===== src/rtl/pwm_hbridge.sv =====
// Sign-magnitude PWM generator for an H-bridge, fed by a signed PID command.
// The command is sampled once per period; direction reversals insert a both-low dead-time.
module pwm_hbridge #(
  parameter int unsigned PERIOD      = 1000,
  parameter int unsigned DEAD_CYCLES = 50,
  parameter int unsigned SHIFT       = 5
) (
  input  logic               clk,
  input  logic               rst,
  input  logic               enable,
  input  logic signed [15:0] command,
  output logic               pwm_a,
  output logic               pwm_b,
  output logic               dir,
  output logic [15:0]        duty,
  output logic               period_start
);

  typedef enum logic [1:0] {IDLE, RUN, DEAD} state_t;

  localparam logic [15:0] PERIOD_M1 = 16'(PERIOD - 1);
  localparam logic [15:0] DEAD_M1   = 16'(DEAD_CYCLES - 1);
  localparam logic [16:0] PERIOD_17 = 17'(PERIOD);

  state_t      state_reg, state_next;
  logic [15:0] cnt_reg, cnt_next;
  logic [15:0] dcnt_reg, dcnt_next;
  logic [15:0] duty_reg, duty_next;
  logic        dir_reg, dir_next;

  // Magnitude is formed in 17 bits so that -32768 maps to +32768.
  logic [16:0] cmd_ext;
  logic [16:0] abs_val;
  logic [16:0] shifted;
  logic [15:0] mag;
  logic        sgn;

  always_comb begin
    cmd_ext = {command[15], command};
    abs_val = command[15] ? (17'd0 - cmd_ext) : cmd_ext;
    shifted = abs_val >> SHIFT;
    mag     = (shifted > PERIOD_17) ? PERIOD_17[15:0] : shifted[15:0];
    sgn     = command[15];
  end

  always_ff @(posedge clk) begin
    if (rst) begin
      state_reg <= IDLE;
      cnt_reg   <= 16'd0;
      dcnt_reg  <= 16'd0;
      duty_reg  <= 16'd0;
      dir_reg   <= 1'b0;
    end else begin
      state_reg <= state_next;
      cnt_reg   <= cnt_next;
      dcnt_reg  <= dcnt_next;
      duty_reg  <= duty_next;
      dir_reg   <= dir_next;
    end
  end

  always_comb begin
    state_next = state_reg;
    cnt_next   = cnt_reg;
    dcnt_next  = dcnt_reg;
    duty_next  = duty_reg;
    dir_next   = dir_reg;

    if (!enable) begin
      // Bridge off: counters and duty clear, direction is remembered.
      state_next = IDLE;
      cnt_next   = 16'd0;
      dcnt_next  = 16'd0;
      duty_next  = 16'd0;
    end else begin
      case (state_reg)
        IDLE: begin
          // Bridge is already off, so a direction change needs no dead-time here.
          state_next = RUN;
          cnt_next   = 16'd0;
          duty_next  = mag;
          if (mag != 16'd0) dir_next = sgn;
        end
        RUN: begin
          if (cnt_reg == PERIOD_M1) begin
            duty_next = mag;
            if ((mag != 16'd0) && (sgn != dir_reg)) begin
              state_next = DEAD;
              dir_next   = sgn;
              dcnt_next  = 16'd0;
            end else begin
              cnt_next = 16'd0;
            end
          end else begin
            cnt_next = cnt_reg + 16'd1;
          end
        end
        DEAD: begin
          if (dcnt_reg == DEAD_M1) begin
            state_next = RUN;
            cnt_next   = 16'd0;
          end else begin
            dcnt_next = dcnt_reg + 16'd1;
          end
        end
        default: begin
          state_next = IDLE;
        end
      endcase
    end
  end

  logic active;
  assign active       = (state_reg == RUN) && (cnt_reg < duty_reg);
  assign pwm_a        = active & ~dir_reg;
  assign pwm_b        = active & dir_reg;
  assign period_start = (state_reg == RUN) && (cnt_reg == 16'd0);
  assign dir          = dir_reg;
  assign duty         = duty_reg;

endmodule


===== config.mk =====
export PLATFORM = sky130hd
export DESIGN_NAME = pwm_hbridge
export DESIGN_NICKNAME = d
export VERILOG_FILES = /design/src/rtl/pwm_hbridge.sv
export SDC_FILE = /design/constraint.sdc
export NUM_CORES = 1
export LEC_CHECK = 0
export BUFFER_PORTS_ARGS = -buffer_cell sky130_fd_sc_hd__buf_4
export CAP_MARGIN = 0
export CORE_MARGIN = 2
export CORE_UTILIZATION = 62
export DETAILED_ROUTE_END_ITERATION = 7
export HOLD_SLACK_MARGIN = 0.05
export PLACE_DENSITY = 0.95
export SLEW_MARGIN = 10
export SYNTH_ARGS = -nofsm -noshare
export SYNTH_HDL_FRONTEND = slang
export SYNTH_SLANG_ARGS = --single-unit
export TNS_END_PERCENT = 100

===== constraint.sdc =====
create_clock -name clk -period 4.7 [get_ports clk]
set_clock_uncertainty 0.15 [all_clocks]
set_input_delay 0.47 -clock clk [delete_from_list [all_inputs] [get_ports clk]]
set_output_delay 0.47 -clock clk [all_outputs]
set_load 0.05 [all_outputs]

=== After elaboration in Yosys (flattened, before gate mapping) ===
Index checks and enable logic that the tools add are counted.
Widths: inputs -> output; s select.

* Register bits: 51
* Output and inout bits: 20
* Logic and storage cells: 60
* Input port bits: 19

* Add/sub/neg operators: 3
* Bitwise operators: 4
* Equal/unequal tests: 11
* Mux-type cells: 20
* $lt $le $gt $ge: 2
* Reductions and logical operators: 15

{| class="wikitable"
|+ Operators by type and width
! cell !! count
|-
| $mux 16 || 7
|-
| $pmux 16 s2 || 2
|-
| $pmux 16 s3 || 1
|-
| $add 16x1->16 const B || 2
|-
| $mux 17 || 1
|-
| $sub 1x16->17 const A || 1
|-
| $eq 16x10->1 const B || 1
|-
| $eq 16x6->1 const B || 1
|-
| $logic_not 16->1 || 1
|-
| $lt 16x16->1 || 1
|-
| $reduce_bool 16->1 || 1
|-
| $gt 12x10->1 const B || 1
|-
| $mux 12 || 1
|-
| $ne 2x2->1 const B || 5
|-
| $mux 2 || 3
|-
| $pmux 2 s3 || 1
|-
| $reduce_and 3->1 || 2
|-
| $reduce_and 5->1 || 1
|-
| $reduce_and 4->1 || 1
|-
| $reduce_bool 2->1 || 2
|-
| $logic_and 1x1->1 || 3
|-
| $mux 1 || 3
|-
| $ne 3x3->1 const B || 1
|-
| $reduce_bool 3->1 || 1
|-
| 9 further kinds || 11
|}

=== Depth between registers and ports, before layout ===
* Word-level depth: 9
* Gate-level depth with buffers: 10
* Depth with buffers taken out: 10

=== Worst setup path after synthesis ===
Ideal clock, no wire load.

* Path kind: reg2out
* From: register duty_reg[1], in the netlist duty[1]
* To: output pwm_a
* Path slack: 1690 ps
* Data arrival time: 2390 ps
* Data required time: 4080 ps
* Buffers on the path: 0
* Stages on the path, launching flop included: 10
* Path through: dfxtp_1 inv_1 ha_1 a21o_1 a21o_1 a21o_1 a211oi_1 o21bai_1 a21oi_1 o21a_1

* Longest elaborated chain between the ends: 3

{| class="wikitable"
|+ Ends and longest elaborated chain
! element !! RTL line !! text
|-
| start: declaration || 28 || <nowiki>logic [15:0] duty_reg, duty_next;</nowiki>
|-
| start signal: assignment || 57 || <nowiki>duty_reg <= duty_next;</nowiki>
|-
| $lt 16x16->1 || 114 || <nowiki>assign active = (state_reg == RUN) && (cnt_reg < duty_reg);</nowiki>
|-
| $logic_and 1x1->1 || 114 ||
|-
| $and 1x1->1 || 115 || <nowiki>assign pwm_a = active & ~dir_reg;</nowiki>
|-
| end: declaration || 12 || <nowiki>output logic pwm_a,</nowiki>
|}

No other way between the ends.

=== Worst setup path after layout ===
* From: register duty_reg[1], in the netlist duty[1]
* To: output pwm_b

* Longest elaborated chain between the ends: 3

{| class="wikitable"
|+ Ends and longest elaborated chain
! element !! RTL line !! text
|-
| $lt 16x16->1 || 114 ||
|-
| $logic_and 1x1->1 || 114 ||
|-
| $and 1x1->1 || 116 || <nowiki>assign pwm_b = active & dir_reg;</nowiki>
|-
| end: declaration || 13 || <nowiki>output logic pwm_b,</nowiki>
|}

No other way between the ends.

==> run metrics <==
adder-cell share of the synthesized area 0.0642; Compound-Gate Fraction of Synth Area 0.217; Hold Fails Final Rpt 0; outcome complete, no violations; routed wl met3 approximately 480 um; Die Wd 72.7 um; Post-layout nets ~420; count of input and output buffers 34; WS Path Type flop to output port; depth of the CTS H-tree 2; DR WL met2 between 3000 and 4000 um; Num CTS Buffers 5; Post-Synth Simple-Gate Area 0.256; CTS tree yes; HP Class input pin to flop; Final Cell Area roughly 3300 um2; fillers 311; die height about 73 um; footprint of the multi-input gates ~1800 um2; f_max between 0.3 and 0.4 GHz; Worst Setup End Kind output port; setup ws final 1610 ps; main combinational cell family by area after synthesis simple AND/OR/NAND/NOR gates; Mapped Cells 354; CP Launch Type flop; Max Slew Vio Count 0; DR WL/cell approximately 16 um; GR Util All Layers 0.272; RSZ-0062 raised after global routing false; Highest Signal Layer met4; placed instance area ~3200 um2; Critical Path Fanout Max 3; Post-synth EDFFs 0; Synth Flop Type dfxtp_1; # DRC 0; Synth cell types 61; Worst Path Required about 4000 ps; MaxCap Viol Count 0; Area growth syn-to-layout 11.9%; DR pass1 iterations 5; post-synthesis sequential area ratio 0.322; pre-CTS WS 1870 ps; clock root cell clkbuf_8; Worst-path clk slew about 80 ps; post-CTS setup buffers 0; number of setup violations in the final report 0; Worst R2R Start cnt_reg[13]; Final HPWL DP 4990 um; row count 24; YS warnings 0; Antenna Nets Post-Route 0; vias in the first global route roughly 2500; Synth Area in XOR/XNOR 0.0774; Total Neg Setup Slack 0 ps; grt ovf 0; CP startpoint duty[1]; top cell type's share of synthesized area 0.322; die area 5280 um2; Initial Util 0.658; # placed instances about 430; Yosys reg bits 47; fin cells between 400 and 500; initial antenna violation count 0; Antenna diodes 0; post-CTS sizing 0; WL final around 6800 um; pin slew with the least headroom to its limit ~1200 ps; 1st-iter DRT viols between 200 and 300; I/O pin count 39; largest net degree at the start of global routing 21; mux cell area share after synthesis 0.0111; worst vdd ir 0.000209 V; CTS sink count between 40 and 50; cts hold-fix bufs 0; worst path arrival time approximately 2500 ps; core area 4440 um2; Leakage Power between 1 and 1.5 nW; first-pass GRT wire length 11400 um; vias per cell 6.32; max_slew headroom 0.225; async set or reset register ratio after synthesis 0; syn avg cell area roughly 8.3 um2; worst-case clock buffer depth 2; worst-skew pair later-pin latency around 300 ps; Synth Cell Area 2920 um2; gpl congestion between 0.8 and 0.9; Synth area leaders dfxtp_1 32%, ha_1 6.4%, xor2_1 4.8%; vias 2757; layout cell share with drive strength beyond 1 0.164; pwr dens about 250 nW/um2; WL met1 2750 um; storage element area between 900 and 1000 um2; crit share post-route 0.658; Hold Crit Start rst; Yosys top cell by area dfxtp_1; post-layout min period around 3100 ps
-- cells by family (layout without fill, tap and decap cells) --
kind of cell             Yosys count  in the layout
AND/OR/NAND/NOR                  142            142
buffers and inverters             33             60
XOR/XNOR                          25             25
adder cells (fa/ha/maj)           15             15
flip-flops                        47             47
multiplexers                       3              3
AO/OA/AOI/OAI                     88             88
other                              1              4
-- synth_stat cells, types with 5 or more instances --
cell type and count:
o21ai_0 19, xnor2_1 8, dfxtp_1 47, nor4_1 8, nand4_1 8, nor2_1 33, clkbuf_1 7, a21oi_1 11
xor2_1 16, and3_1 10, a31oi_1 14, a21o_1 5, nand3_1 14, nor3_1 7, o21ai_1 5, inv_1 18
ha_1 15, nand2_1 35
-- cell usage in the layout (no fill, tap or decap), drive strengths merged, types with 2 or more instances in the layout --
| master | n |
|---|---|
| xor2 | 17 |
| a211oi | 4 |
| o21ai | 27 |
| o31ai | 5 |
| o41ai | 2 |
| nor2b | 4 |
| nand3 | 14 |
| nand4 | 8 |
| ha | 15 |
| nor2 | 33 |
| nor4 | 10 |
| nor3 | 7 |
| a31oi | 14 |
| nor4b | 2 |
| a31o | 2 |
| and2 | 4 |
| a21oi | 13 |
| o21a | 2 |
| nand2 | 37 |
| and4 | 2 |
| conb | 4 |
| a311oi | 3 |
| o211a | 2 |
| or2 | 2 |
| and3 | 10 |
| clkbuf | 8 |
| mux2 | 2 |
| dfxtp | 47 |
| xnor2 | 8 |
| inv | 18 |
| nand2b | 4 |
| a21o | 5 |
| buf | 34 |
-- critical path, stage by stage (launching register included) --
cell and delay [ps]:
dfxtp_1 360, inv_1 50, ha_1 280, a21o_1 160, a21o_1 190, a21o_1 170, a211oi_1 240, o21bai_1 100
a21oi_1 230, o211a_1 190, buf_4 190
-- stage by stage --
stage | utilization | total power [mW] | hold WS (ps)
2_1_floorplan | - | 0.513 | 283
3_3_place_gp | 0.714 | 0.549 | 306
3_5_place_dp | 0.714 | 0.554 | 314
4_1_cts | 0.736 | 0.815 | 185
5_1_grt | 0.736 | 0.840 | 188
6_report | 0.736 | 0.815 | 180
-- worst paths after layout --
kind              endpoint  slack [ps]  depth (start not counted)
setup / recovery     pwm_b        1610                         10
hold / removal         dir         180                          2
setup reg to reg   duty[1]        1980                          7
hold reg to reg    duty[2]         320                          2
-- routing by layer --
layer	global-route usage	vias up
met5	0	-
met3	0.0497	17
li1	-	1327
met1	0.350	1291
met4	0.0885	0
met2	0.461	122
-- power by group --
group	switching [mW]	leakage, nW	internal (mW)
sequential	0.00589	0.380	0.404
combinational	0.0893	0.838	0.0476
clock	0.134	0.0515	0.134
-- area by class of cell --
cell class | count | area share
Timing Repair Buffer | 34 | 0.0780
Inverter | 18 | 0.0206
Clock buffer | 8 | 0.0306
Sequential cell | 47 | 0.287
Tap cell | 52 | 0.0199
Multi-Input combinational cell | 277 | 0.563
Note: power is estimated with default switching activity, not from simulation.
